File: config.mk
export PLATFORM = sky130hd
export DESIGN_NAME = jedro_1_csr_bank
export DESIGN_NICKNAME = d
export VERILOG_FILES = /design/src/rtl/jedro_1_csr_bank.sv
export SDC_FILE = /design/constraint.sdc
export NUM_CORES = 1
export LEC_CHECK = 0
export BUFFER_PORTS_ARGS = -buffer_cell sky130_fd_sc_hd__buf_2
export CAP_MARGIN = 20
export CORE_MARGIN = 1.5
export CORE_UTILIZATION = 55
export CTS_CLUSTER_DIAMETER = 100
export CTS_CLUSTER_SIZE = 24
export DETAILED_ROUTE_END_ITERATION = 10
export PLACE_DENSITY_LB_ADDON = 0.2
export REMOVE_ABC_BUFFERS = 1
export SETUP_SLACK_MARGIN = 0.02
export SYNTH_ARGS = -nofsm -noshare
export SYNTH_HDL_FRONTEND = slang
export SYNTH_SLANG_ARGS = --single-unit
File: constraint.sdc
create_clock -name clk_i -period 22.9 [get_ports clk_i]
set_input_delay 2.29 -clock clk_i [delete_from_list [all_inputs] [get_ports clk_i]]
set_output_delay 2.29 -clock clk_i [all_outputs]
set_load 0.01 [all_outputs]
File: src/rtl/jedro_1_csr_bank.sv
// Machine-mode CSR bank for jedro_1: scratch registers, mcycle/minstret counters and
// the Zicsr read-modify-write ops, with a registered old-value response one cycle after issue.
module jedro_1_csr_bank #(
  parameter int DATA_WIDTH  = 32,
  parameter int NUM_SCRATCH = 4,
  parameter int CNT_WIDTH   = 64
) (
  input  logic                  clk_i,
  input  logic                  rst_i,
  input  logic                  valid_i,
  input  logic [2:0]            op_i,
  input  logic [11:0]           addr_i,
  input  logic [DATA_WIDTH-1:0] rs1_data_i,
  input  logic [4:0]            uimm_i,
  input  logic                  rs1_zero_i,
  input  logic                  instret_i,
  output logic [DATA_WIDTH-1:0] rdata_o,
  output logic                  rvalid_o,
  output logic                  illegal_o
);

  localparam int IDX_W     = (NUM_SCRATCH > 1) ? $clog2(NUM_SCRATCH) : 1;
  localparam int SCR_DEPTH = 1 << IDX_W;
  localparam int HI_W      = CNT_WIDTH - 32;
  localparam logic [CNT_WIDTH-1:0] CNT_ONE = 1;

  logic [DATA_WIDTH-1:0] scratch_q [SCR_DEPTH];
  logic [CNT_WIDTH-1:0]  mcycle_q, minstret_q;

  logic [DATA_WIDTH-1:0] operand, old_val, new_val;
  logic [CNT_WIDTH-1:0]  cnt_val, cnt_wr_val;
  logic [IDX_W-1:0]      scratch_idx;
  logic                  hit_scratch, hit_cnt, cnt_sel, cnt_hi, cnt_ro;
  logic                  wr_req, illegal, do_write;

  // 0x340 has zero low bits, so the same slice indexes scratch0 and scratch1..N-1.
  assign scratch_idx = addr_i[IDX_W-1:0];

  // NOTE: every comb output gets a default first so no path can infer a latch.
  always_comb begin
    operand     = op_i[2] ? DATA_WIDTH'(uimm_i) : rs1_data_i;
    hit_scratch = 1'b0;
    hit_cnt     = 1'b0;
    cnt_sel     = addr_i[1];
    cnt_hi      = addr_i[7];
    cnt_ro      = (addr_i[11:8] == 4'hC);

    if (addr_i == 12'h340) begin
      hit_scratch = 1'b1;
    end else if (addr_i[11:3] == 9'h0F8 && addr_i[2:0] != 3'd0 &&
                 int'(addr_i[2:0]) < NUM_SCRATCH) begin
      hit_scratch = 1'b1;
    end

    if ((addr_i[11:8] == 4'hB || addr_i[11:8] == 4'hC) &&
        addr_i[6:2] == 5'd0 && addr_i[0] == 1'b0) begin
      hit_cnt = 1'b1;
    end

    // Set/clear with a zero source is a pure read and never counts as a write.
    case (op_i[1:0])
      2'b01:   wr_req = 1'b1;
      2'b10,
      2'b11:   wr_req = op_i[2] ? (uimm_i != 5'd0) : !rs1_zero_i;
      default: wr_req = 1'b0;
    endcase

    cnt_val = cnt_sel ? minstret_q : mcycle_q;
    old_val = '0;
    if (hit_scratch) begin
      old_val = scratch_q[scratch_idx];
    end else if (hit_cnt) begin
      old_val = cnt_hi ? DATA_WIDTH'(cnt_val[CNT_WIDTH-1:32]) : cnt_val[DATA_WIDTH-1:0];
    end

    case (op_i[1:0])
      2'b01:   new_val = operand;
      2'b10:   new_val = old_val | operand;
      default: new_val = old_val & ~operand;
    endcase

    cnt_wr_val = cnt_hi ? {new_val[HI_W-1:0], cnt_val[31:0]}
                        : {cnt_val[CNT_WIDTH-1:32], new_val};

    illegal  = (op_i[1:0] == 2'b00) || !(hit_scratch || hit_cnt) ||
               (hit_cnt && cnt_ro && wr_req);
    do_write = valid_i && !illegal && wr_req;
  end

  // NOTE: sequential state uses non-blocking assignments so every register samples pre-edge values.
  always_ff @(posedge clk_i or posedge rst_i) begin
    if (rst_i) begin
      rvalid_o   <= 1'b0;
      illegal_o  <= 1'b0;
      rdata_o    <= '0;
      mcycle_q   <= '0;
      minstret_q <= '0;
      // NOTE: the scratch array is architecturally visible, so it is reset like any other register.
      for (int i = 0; i < SCR_DEPTH; i++) scratch_q[i] <= '0;
    end else begin
      rvalid_o  <= valid_i;
      illegal_o <= valid_i && illegal;
      rdata_o   <= (valid_i && !illegal) ? old_val : '0;

      if (do_write && hit_scratch) scratch_q[scratch_idx] <= new_val;

      // A CSR write to a counter takes priority over that cycle's increment.
      if (do_write && hit_cnt && !cnt_sel) mcycle_q <= cnt_wr_val;
      else                                 mcycle_q <= mcycle_q + CNT_ONE;

      if (do_write && hit_cnt && cnt_sel)  minstret_q <= cnt_wr_val;
      else if (instret_i)                  minstret_q <= minstret_q + CNT_ONE;
    end
  end

endmodule
* After elaboration in Yosys (flattened, before gate mapping)
Index checks and enable logic that the tools add are counted.
W data, S select, Z words.
** Operators by class
- Multiplexer cells :: 22
- Bitwise operators :: 5
- Reductions and logical operators :: 28
- Eq/ne operators :: 7
- $add $sub $neg :: 2
- Order comparisons :: 3
** Operators by type and width (number)
- $mux W64 :: 5
- $mux W32 :: 8
- $add A64 B1 Y64 const B :: 2
- $bwmux W128 :: 1
- $bmux W32 S2 :: 1
- $demux W32 S2 :: 1
- $pmux W32 S2 :: 1
- $and A32 B32 Y32 :: 1
- $not A32 Y32 :: 1
- $or A32 B32 Y32 :: 1
- $logic_and A1 B1 Y1 :: 14
- $eq A12 B10 Y1 const B :: 1
- $eq A9 B8 Y1 const B :: 1
- $eq A4 B4 Y1 const B :: 2
- $logic_not A5 Y1 :: 1
- $reduce_bool A5 Y1 :: 1
- $eq A2 B2 Y1 const B :: 2
- $logic_not A1 Y1 :: 4
- $logic_or A1 B1 Y1 :: 4
- $mux W1 :: 4
- $ge A3 B3 Y1 const B :: 1
- $lt A3 B1 Y1 const B :: 1
- $lt A3 B3 Y1 const B :: 1
- $not A2 Y3 :: 1
- other kinds (7) :: 7
** Word-level totals
- Output and inout port bits :: 34
- Flip-flop bits (word level) :: 290
- Word-level logic and storage cells :: 76

* Logic depth before layout (Yosys ltp)
Gate-level depths: netlist (run 1).
- Depth after elaboration :: 15
- Gate-level depth with buffers :: 11
- Mapped depth without buffers :: 8

* Least setup slack after synthesis (run 1)
Ideal clock, no wire load.
- Kind :: input to register
- Start :: input port addr_i[0]
- End :: register scratch_q[106] in the netlist's numbering
- Data arrival time :: 4.197 ns
- Library setup time :: 0.134 ns
- Slack :: 18.569 ns
- Stages :: 8
- Cells stage by stage :: buf_2 -> buf_2 -> buf_2 -> mux4_2 -> a22oi_1 -> nor2_1 -> a22oi_1 -> o21ai_0
** Between the ends
- Longest elaborated chain between the ends :: 13
** RTL lines
- start: declaration :: line 12 : input logic [11:0] addr_i,
- parallel branches: the longest is 13 deep, another holds $lt A3 B3 Y1
- end signal: indexed assignment :: line 105 : if (do_write && hit_scratch) scratch_q[scratch_idx] <= new_val;
- end: declaration :: line 27 : logic [DATA_WIDTH-1:0] scratch_q [SCR_DEPTH];
Several ways; the timed one is not identified. The select of a mux whose other input is x is not followed.
A chain may end at the register's enable or synchronous reset.

* Worst setup path after layout (run 1)
- Start :: input port addr_i[1]
- End :: register mcycle_q[19]
** Between the ends
- Longest elaborated chain between the ends :: 15
** RTL lines
- parallel branches: the longest is 14 deep, another holds $lt A3 B3 Y1
- $mux W64 (*) :: line 108 : if (do_write && hit_cnt && !cnt_sel) mcycle_q <= cnt_wr_val;
- end signal: assignment :: line 108
- end signal: assignment :: line 109 : else mcycle_q <= mcycle_q + CNT_ONE;
- end: declaration :: line 28 : logic [CNT_WIDTH-1:0] mcycle_q, minstret_q;
Mark *: on every way between the ends. The select of a mux whose other input is x is not followed.

==> insert_results.sql, run 1 <==
INSERT INTO impl_metrics (metric_group, metric, value, unit) VALUES
('yosys', 'async_flop_share', '1.00', ''),
('clock_network', 'clkSinkCount', '290', ''),
('floorplanning', 'core-area', '30800', 'sq um'),
('yosys', 'fraction_of_the_mapped_netlist_area_in_adder_cells', '0.00361', ''),
('power', 'power', '0.996', 'mW'),
('timing', 'finalSetupViolations', '0', ''),
('worst_setup_path', 'critPathRequiredTime', '23.27', 'ns'),
('floorplanning', 'die-height', '181', 'um'),
('power', 'pwr-share-comb', '0.128', ''),
('worst_setup_path', 'timing_worst_setup_path_type', 'in -> reg', ''),
('run_status', 'status', 'finished clean', ''),
('floorplanning', 'top_level_ports', '91', ''),
('worst_setup_path', 'crit_fanout', '57', ''),
('drt', 'detail_route.drc_violations', '0', ''),
('worst_setup_path', 'critical_path.startpoint', 'addr_i[1]', ''),
('power', 'static-leakage-power', '7.54', 'nW'),
('worst_setup_path', 'critPathCaptureType', 'flip-flop', ''),
('worst_setup_path', 'cp-start-kind', 'input port', ''),
('timing', 'slew_headroom', '0.197', ''),
('place', 'gpl.final_weighted_congestion', '0.930', ''),
('drt', 'final_routed_wire_length_divided_by_cell_count', '24.2', 'um'),
('timing', 'period_minus_slack', '5.46', 'ns'),
('drt', 'drtPass1Iterations', '6', ''),
('place', 'placedCellCount', '2166', ''),
('drt', 'viasPerCell', '6.53', ''),
('final_layout', 'mostFrequentLayoutCells', 'dfrtp_1 (290), nand2_1 (201), o21ai_0 (139), nor2_1 (138), mux2i_1 (126)', ''),
('drt', 'totalWireLength', '52800', 'um'),
('yosys', 'avgSynthCellArea', '9.84', 'sq um'),
('yosys', 'synth_simple_gate_area_share', '0.176', ''),
('clock_network', 'cts_tree', 'yes', ''),
('timing', 'final.hold.worst_slack', '0.482', 'ns'),
('global_route', 'grt_pass1_wl', '82700', 'um'),
('final_layout', 'layout-drive-gt1-share', '0.158', ''),
('clock_network', 'post-cts-setup-buffers', '0', ''),
('clock_network', 'cts.hold.buffers_added', '0', ''),
('worst_setup_path', 'worst_r2r_startpoint', 'mcycle_q[12]', ''),
('final_layout', 'fillCellCount', '2661', ''),
('clock_network', 'worstSkewPairLatency', '0.54', 'ns'),
('clock_network', 'path_clk_slew', '0.09', 'ns'),
('floorplanning', 'floorplan.rows', '64', ''),
('clock_network', 'ctsResizeCount', '0', ''),
('clock_network', 'clock_tree.root_cell', 'clkbuf_16', ''),
('yosys', 'number_of_synthesized_flops_with_an_enable_pin', '0', ''),
('timing', 'final_tns_setup', '0', 'ns'),
('power', 'netSwitchingFraction', '0.282', ''),
('yosys', 'synthCells', '1763', ''),
('power', 'switchingPower', '0.281', 'mW'),
('timing', 'slew_viol_final', '0', ''),
('power', 'cellInternalPower', '0.715', 'mW'),
('timing', 'final-hold-violation-count', '0', ''),
('timing', 'setup_slack', '17.44', 'ns'),
('global_route', 'grt_pass1_vias', '14100', ''),
('global_route', 'grt_overflow', '0', ''),
('global_route', 'pin_count_of_the_biggest_net_entering_global_routing', '152', ''),
('power', 'pwr-share-clk', '0.318', ''),
('yosys', 'synth_compound_gate_area_share', '0.118', ''),
('global_route', 'globalRouteTotalUtil', '0.328', ''),
('worst_setup_path', 'worstPathArrival', '5.83', 'ns'),
('floorplanning', 'fp.dieArea', '32600', 'sq um'),
('yosys', 'post_synth_xor_xnor_area', '0.0601', ''),
('final_layout', 'num_antenna_cells', '0', ''),
('yosys', 'yosysWarnings', '0', ''),
('job', 'maxCapViolations', '0', ''),
('clock_network', 'cts_inserted_buffers', '16', ''),
('drt', 'drt-initial-drc-count', '1519', ''),
('timing', 'clock-skew-final', '0.0263', 'ns'),
('place', 'port_buffers', '90', ''),
('final_layout', 'layout_commonest_cell', 'dfrtp_1', ''),
('min_path', 'hp-start', 'scratch_q[0]', ''),
('floorplanning', 'initial_utilization', '0.563', ''),
('yosys', 'synth_top_cell_by_area', 'dfrtp_1', '');
-- through the flow --
stage,utilization,cell area (sq um)
2_1_floorplan,-,16800
3_3_place_gp,0.586,18100
3_5_place_dp,0.587,18100
4_1_cts,0.602,18600
5_1_grt,0.603,18600
6_report,0.603,18600
-- cell families (layout without fill, tap and decap cells) --
group,Yosys count,in the layout
and+or+nand+nor,616,616
AOI/OAI and AO/OA,346,346
DFF,290,290
muxes,240,240
buffers and inverters,147,174
xor gates and xnor gates,119,119
adders and majority gates,5,5
-- critical path: stages --
cell	delay (ns)
buf_6	0.53
buf_4	0.59
buf_4	0.76
mux4_2	0.60
a22o_1	0.27
a31oi_1	0.39
mux2_2	0.25
a21oi_1	0.06
-- metal layers --
layer	track usage	vias to the layer above	wire length [um]
li1	-	6429	-
met1	0.446	7041	21800
met2	0.530	658	24500
met3	0.0445	155	4120
met4	0.139	0	2380
met5	0	-	0
-- cells in the mapped netlist (32+ instances only) --
master    number
nand2_1      201
clkbuf_1      72
a21oi_1       86
nor3_1        33
o21ai_0      139
nand4_1       45
xnor2_1      105
dfrtp_1      290
mux4_2        64
mux2_2        50
nor4_1        32
mux2i_1      126
nand3_1       52
nor2_1       140
-- power by group through the flow --
| stage | Sequential, mW | Clock (mW) | Combinational (mW) |
|---|---|---|---|
| global placement | 0.559 | 0 | 0.124 |
| CTS | 0.551 | 0.320 | 0.127 |
| finish | 0.552 | 0.317 | 0.128 |
| floorplan | 0.553 | 0 | 0.0828 |
| global route | 0.554 | 0.337 | 0.139 |
| detailed placement | 0.561 | 0 | 0.126 |
-- registers in the layout (all words and copies together), names as in the netlist --
signal / flops
rvalid_o: 1
scratch_q: 128
rdata_o: 32
minstret_q: 64
mcycle_q: 64
illegal_o: 1
-- path summary, 6_finish.rpt --
path | endpoint | slack, ns | cells after the start
max reg2reg | mcycle_q[50] | 19.66 | 6
max in group asynchronous | mcycle_q[25] | 18.50 | 5
min reg2reg | scratch_q[0] | 0.48 | 2
min | scratch_q[0] | 0.48 | 2
min in group asynchronous | rdata_o[1] | 1.77 | 2
max | mcycle_q[19] | 17.44 | 8
-- final cells by class --
cell class	count	area (sq um)	area share
clock inverters	2	27.5	0.00148
repair buffers	124	739	0.0398
inverters	31	124	0.00667
well taps	396	495	0.0267
flip-flops and latches	290	7260	0.391
multi-input cells	1326	9510	0.512
clock buffers	17	425	0.0229
(Power assumes the default switching activity.)
==> inputs of run 2 (changes only) <==
==> constraint.sdc (replaced) <==
create_clock -name clk_i -period 5.5 [get_ports clk_i]
set_input_delay 0.55 -clock clk_i [delete_from_list [all_inputs] [get_ports clk_i]]
set_output_delay 0.55 -clock clk_i [all_outputs]
set_load 0.01 [all_outputs]
==> insert_results.sql, run 2 (synthesis gave the netlist of run 1 again) <==
INSERT INTO impl_metrics (metric_group, metric, value, unit) VALUES
('power', 'pwr_density_cell', '226', 'nW/um^2'),
('worst_setup_path', 'crit_fanout', '6', ''),
('timing', 'period_minus_slack', '3.29', 'ns'),
('clock_network', 'cts.hold.buffers_added', '0', ''),
('clock_network', 'clk_path_buf_depth', '3', ''),
('final_layout', 'layout-drive-gt1-share', '0.157', ''),
('drt', 'met2RoutedLength', '24300', 'um'),
('global_route', 'grt_pass1_wl', '82900', 'um'),
('timing', 'setup_slack', '2.21', 'ns'),
('global_route', 'grt_overflow', '0', ''),
('final_layout', 'layout.cells.non_filler', '2183', ''),
('floorplanning', 'top_level_ports', '91', ''),
('final_layout', 'reg_top3', 'scratch_q: 128 flops, mcycle_q: 64 flops, minstret_q: 64 flops', ''),
('clock_network', 'clkSinkCount', '290', ''),
('power', 'vdd_drop_max', '0.000256', 'V'),
('job', 'maxCapViolations', '0', ''),
('floorplanning', 'fp.dieArea', '32600', 'sq um'),
('drt', 'viasPerCell', '6.55', ''),
('final_layout', 'largest_register_ff_count', '128', ''),
('final_layout', 'final_net_count', '1848', ''),
('clock_network', 'cts_tree', 'yes', ''),
('run_status', 'status', 'finished clean', ''),
('drt', 'totalWireLength', '53400', 'um'),
('timing', 'slew_viol_final', '0', ''),
('place', 'port_buffers', '90', ''),
('floorplanning', 'initial_utilization', '0.563', ''),
('timing', 'final.hold.worst_slack', '0.172', 'ns'),
('worst_setup_path', 'timing_worst_setup_path_type', 'reg -> reg', ''),
('worst_setup_path', 'critPathRequiredTime', '5.89', 'ns'),
('global_route', 'pin_count_of_the_biggest_net_entering_global_routing', '130', ''),
('drt', 'met1Wirelength', '21900', 'um'),
('timing', 'unrepaired_setup_endpoints_after_global_routing', 'false', ''),
('timing', 'final_tns_setup', '0', 'ns'),
('drt', 'met3_wirelength', '4740', 'um'),
('drt', 'drt-initial-drc-count', '1568', ''),
('drt', 'top_layer_used', 'met4', ''),
('clock_network', 'path_clk_slew', '0.10', 'ns'),
('final_layout', 'layout_commonest_cell', 'dfrtp_1', ''),
('clock_network', 'cts_htree_levels', '1', ''),
('drt', 'final_routed_wire_length_divided_by_cell_count', '24.5', 'um'),
('final_layout', 'synthToLayoutAreaGrowth', '7.16', '%'),
('worst_setup_path', 'cp-start-kind', 'flip-flop', ''),
('clock_network', 'worstSkewPairLatency', '0.54', 'ns'),
('drt', 'dr_total_vias', '14300', ''),
('final_layout', 'num_antenna_cells', '0', ''),
('floorplanning', 'core-area', '30800', 'sq um'),
('place', 'dp_hpwl', '35400', 'um'),
('power', 'static-leakage-power', '7.54', 'nW'),
('power', 'power', '4.21', 'mW'),
('place', 'placedCellCount', '2163', ''),
('place', 'post-place-ws', '1.88', 'ns'),
('timing', 'slew_headroom', '0.249', ''),
('floorplanning', 'die_w', '181', 'um'),
('drt', 'residual_antenna_violating_net_count_after_detailed_routing', '0', ''),
('clock_network', 'clock_tree.root_cell', 'clkbuf_16', ''),
('global_route', 'globalRouteTotalUtil', '0.329', ''),
('floorplanning', 'die-height', '181', 'um'),
('drt', 'drtPass1Iterations', '7', ''),
('global_route', 'grt_pass1_vias', '14100', ''),
('min_path', 'hold_path_class', 'in -> async', ''),
('worst_setup_path', 'critPathCaptureType', 'flip-flop', ''),
('final_layout', 'fillCellCount', '2632', ''),
('floorplanning', 'floorplan.rows', '64', ''),
('timing', 'finalSetupViolations', '0', ''),
('final_layout', 'mostFrequentLayoutCells', 'dfrtp_1 (290), nand2_1 (201), o21ai_0 (139), nor2_1 (138), mux2i_1 (126)', ''),
('timing', 'timing_worst_slew_pin_value', '1.13', 'ns'),
('global_route', 'number_of_antenna_violations_at_the_first_check_in_global_routing', '0', ''),
('clock_network', 'cts_inserted_buffers', '16', ''),
('timing', 'timing.fmax', '304', 'MHz'),
('timing', 'final_min_period_over_clock_period', '0.598', ''),
('drt', 'detail_route.drc_violations', '0', ''),
('timing', 'clock-skew-final', '0.0431', 'ns'),
('final_layout', 'registers.top_by_ff_count', 'scratch_q', ''),
('worst_setup_path', 'worstPathArrival', '3.68', 'ns'),
('clock_network', 'post-cts-setup-buffers', '0', ''),
('place', 'gpl.final_weighted_congestion', '0.963', ''),
('timing', 'final-hold-violation-count', '0', ''),
('clock_network', 'ctsResizeCount', '0', '');
-- run 2: cell types whose count changed in the layout (fill, tap and decap cells not counted) --
cell,previous run,this run
inv_16,0,1
clkinv_8,1,0
buf_16,1,0
bufinv_16,0,1
buf_4,32,29
inv_8,2,1
buf_8,1,0
buf_12,0,2
nor4_1,30,29
nor4_2,5,6
-- run 2: cell type report --
cell class	count	area (sq um)	share of cell area
repair buffers	121	714	0.0384
well taps	396	495	0.0267
inverters	31	124	0.00667
clock buffers	17	425	0.0229
flip-flops and latches	290	7260	0.390
multi-input cells	1326	9520	0.512
clock inverters	2	50.0	0.00269
-- run 2: where the power goes --
group	switching [mW]	internal, mW	total, mW
clock	0.757	0.614	1.37
sequential	0.115	2.18	2.30
combinational	0.310	0.226	0.536
-- run 2: final timing paths --
path / end / slack (ns) / depth (start not counted) / startpoint
worst max-delay path: minstret_q[58] / 2.21 / 6 / minstret_q[8]
worst min-delay path: rdata_o[0] / 0.17 / 2 / rst_i
worst max register to register: minstret_q[58] / 2.21 / 6 / minstret_q[8]
worst min register to register: scratch_q[54] / 0.48 / 2 / scratch_q[54]
max in group asynchronous: scratch_q[24] / 3.93 / 3 / rst_i
min in group clk_i: rvalid_o / 0.21 / 1 / valid_i
-- run 2: per-stage QoR --
| stage | util | instance area (sq um) |
|---|---|---|
| after floorplan | - | 16800 |
| after global placement | 0.587 | 18100 |
| after detailed placement | 0.587 | 18100 |
| after CTS | 0.603 | 18600 |
| after global routing | 0.603 | 18600 |
| final | 0.603 | 18600 |
-- run 2: per-layer routing --
layer | vias to the layer above | GRT usage
met5 | - | 0
met4 | 0 | 0.137
met3 | 134 | 0.0624
met2 | 693 | 0.519
met1 | 7063 | 0.447
li1 | 6415 | -
-- run 2: critical path: stages, from the launching register on --
cell and delay [ns]:
dfrtp_1 0.48, nand4_1 0.41, nor4_2 1.01, nand4_1 0.66, nor2_1 0.34, xnor2_1 0.15, mux2i_1 0.09
==> inputs of run 3 (changes only) <==
==> constraint.sdc (replaced) <==
create_clock -name clk_i -period 3 [get_ports clk_i]
set_input_delay 0.3 -clock clk_i [delete_from_list [all_inputs] [get_ports clk_i]]
set_output_delay 0.3 -clock clk_i [all_outputs]
set_load 0.01 [all_outputs]
==> insert_results.sql, run 3 (synthesis gave the netlist of run 1 again) <==
INSERT INTO impl_metrics (metric_group, metric, value, unit) VALUES
('final_layout', 'fillCellCount', '2537', ''),
('global_route', 'grt_overflow', '0', ''),
('worst_setup_path', 'critical_path.cell_chain', 'nand4_4 > or4_1 > or4_1 > buf_12 > nor3_1 > xnor2_1 > mux2i_1', ''),
('power', 'pwr_density_cell', '395', 'nW/um^2'),
('timing', 'unrepaired_setup_endpoints_after_global_routing', 'false', ''),
('final_layout', 'reg_top3', 'scratch_q: 128 flops, mcycle_q: 64 flops, minstret_q: 64 flops', ''),
('timing', 'timing.fmax', '350', 'MHz'),
('clock_network', 'cts_htree_levels', '1', ''),
('worst_setup_path', 'critical_path.max_stage_delay', '0.69', 'ns'),
('final_layout', 'final_core_utilization', '0.628', ''),
('worst_setup_path', 'timing.critical_path.to', 'mcycle_q[48]', ''),
('floorplanning', 'initial_utilization', '0.563', ''),
('timing', 'clock-skew-final', '0.0253', 'ns'),
('worst_setup_path', 'cp_slowest_cell', 'or4_1', ''),
('floorplanning', 'core-area', '30800', 'sq um'),
('worst_setup_path', 'crit_fanout', '10', ''),
('final_layout', 'final_net_count', '1931', ''),
('final_layout', 'layout_commonest_cell', 'dfrtp_1', ''),
('floorplanning', 'top_level_ports', '91', ''),
('final_layout', 'synthToLayoutAreaGrowth', '11.6', '%'),
('worst_setup_path', 'critPathRequiredTime', '3.40', 'ns'),
('final_layout', 'mostFrequentLayoutCells', 'dfrtp_1 (290), nand2_1 (201), o21ai_0 (139), nor2_1 (138), mux2i_1 (126)', ''),
('timing', 'period_minus_slack', '2.86', 'ns'),
('drt', 'drtPass1Iterations', '6', ''),
('worst_setup_path', 'setup.reg_to_reg.worst_slack', '0.14', 'ns'),
('timing', 'finalSetupViolations', '0', ''),
('clock_network', 'clkSinkCount', '290', ''),
('global_route', 'number_of_antenna_violations_at_the_first_check_in_global_routing', '0', ''),
('timing', 'timing_worst_slew_pin_value', '0.861', 'ns'),
('floorplanning', 'floorplan.rows', '64', ''),
('drt', 'residual_antenna_violating_net_count_after_detailed_routing', '0', ''),
('job', 'maxCapViolations', '0', ''),
('worst_setup_path', 'worst_r2r_startpoint', 'mcycle_q[6]', ''),
('worst_setup_path', 'crit-reg2reg-capture', 'mcycle_q[48]', ''),
('worst_setup_path', 'worst_path_most_repeated_cell', 'or4_1', ''),
('clock_network', 'cts_inserted_buffers', '16', ''),
('worst_setup_path', 'critPathCaptureType', 'flip-flop', ''),
('timing', 'final-hold-violation-count', '0', ''),
('place', 'gpl.final_weighted_congestion', '1.01', ''),
('clock_network', 'post-cts-setup-buffers', '0', ''),
('floorplanning', 'die-height', '181', 'um'),
('place', 'dp_hpwl', '39000', 'um'),
('final_layout', 'multi_input_comb_area', '9510', 'sq um'),
('worst_setup_path', 'timing_worst_setup_path_type', 'reg -> reg', ''),
('final_layout', 'num_antenna_cells', '0', ''),
('timing', 'final_min_period_over_clock_period', '0.952', ''),
('place', 'postPlaceCellArea', '18900', 'sq um'),
('clock_network', 'clk_path_buf_depth', '3', ''),
('worst_setup_path', 'r2r_cells', '7', ''),
('floorplanning', 'fp.dieArea', '32600', 'sq um'),
('final_layout', 'final-seq-area', '7260', 'sq um'),
('final_layout', 'largest_register_ff_count', '128', ''),
('drt', 'dr_total_vias', '15000', ''),
('global_route', 'grt_pass1_vias', '14700', ''),
('worst_setup_path', 'worstPathArrival', '3.26', 'ns'),
('clock_network', 'path_clk_slew', '0.10', 'ns'),
('place', 'port_buffers', '90', ''),
('power', 'static-leakage-power', '7.98', 'nW'),
('final_layout', 'layout-drive-gt1-share', '0.192', ''),
('final_layout', 'post-route-cell-area', '19400', 'sq um'),
('run_status', 'status', 'finished clean', ''),
('clock_network', 'worstSkewPairLatency', '0.53', 'ns'),
('power', 'vdd_drop_max', '0.000402', 'V'),
('drt', 'totalWireLength', '55200', 'um'),
('global_route', 'pin_count_of_the_biggest_net_entering_global_routing', '83', ''),
('global_route', 'grt_pass1_wl', '86800', 'um'),
('clock_network', 'clock_tree.root_cell', 'clkbuf_16', ''),
('worst_setup_path', 'cp-start-kind', 'flip-flop', ''),
('floorplanning', 'die_w', '181', 'um'),
('clock_network', 'cts_tree', 'yes', ''),
('timing', 'slew_headroom', '0.421', ''),
('drt', 'viasPerCell', '6.62', ''),
('timing', 'slew_viol_final', '0', ''),
('drt', 'detail_route.drc_violations', '0', ''),
('drt', 'drt-initial-drc-count', '1703', ''),
('worst_setup_path', 'critical_path.startpoint', 'mcycle_q[6]', ''),
('drt', 'final_routed_wire_length_divided_by_cell_count', '24.4', 'um'),
('global_route', 'globalRouteTotalUtil', '0.343', ''),
('final_layout', 'registers.top_by_ff_count', 'scratch_q', ''),
('min_path', 'hold_path_class', 'in -> reg', '');
[run 3: final cells by class]
class                      count  area share
tap                          396      0.0256
multi-input combinational   1326       0.492
inverter                      31     0.00640
clock inverter                 1     0.00155
clock buffer                  17      0.0220
sequential                   290       0.375
timing repair buffer         204      0.0779
[run 3: worst max-delay path: cells and delay by family (launching register included)]
kind                      cells  cell delay (ns)
DFF                           1             0.52
muxes                         1             0.09
xor gates and xnor gates      1             0.16
buffers and inverters         1             0.25
and+or+nand+nor               4             1.70
[run 3: how the worst min path moves through the flow]
stage | startpoint | to | cells after the start
2_1_floorplan | valid_i | rvalid_o | 0
3_3_place_gp | rst_i | scratch_q[2] | 2
3_5_place_dp | rst_i | scratch_q[2] | 2
4_1_cts | instret_i | minstret_q[1] | 3
5_1_grt | rs1_data_i[12] | scratch_q[108] | 3
6_report | rs1_data_i[12] | scratch_q[76] | 3
[run 3: report_power, final]
| group | total, mW | switching [mW] | internal, mW |
|---|---|---|---|
| Sequential | 4.20 | 0.198 | 4.01 |
| Clock | 2.37 | 1.34 | 1.04 |
| Combinational | 1.07 | 0.600 | 0.473 |
| Total | 7.65 | 2.13 | 5.52 |
[run 3: stage by stage]
step / hold WS, ns / total power, mW / std cells / setup TNS, ns / worst slack [ns]
4_1_cts: 0.218 / 7.67 / 2265 / 0 / 0.159
6_report: 0.221 / 7.65 / 2265 / 0 / 0.144
2_1_floorplan: 0.331 / 4.85 / 1647 / -1685.19 / -5.31
5_1_grt: 0.248 / 7.94 / 2265 / 0 / 0.0866
3_5_place_dp: 0.453 / 5.33 / 2245 / 0 / 0.182
3_3_place_gp: 0.439 / 5.30 / 2245 / 0 / 0.243
[run 3: repair_timing]
item                      4_1_cts  5_1_grt
gates resized for setup         0        0
hold buffers                    2        0
hold endpoints to repair       78        0
[run 3: per-layer routing]
metal	global-route usage	share of wire	wire length, um
met3	0.0428	0.085	4680
met4	0.139	0.043	2360
met1	0.488	0.42	23100
met2	0.537	0.45	25100
met5	0	0	0
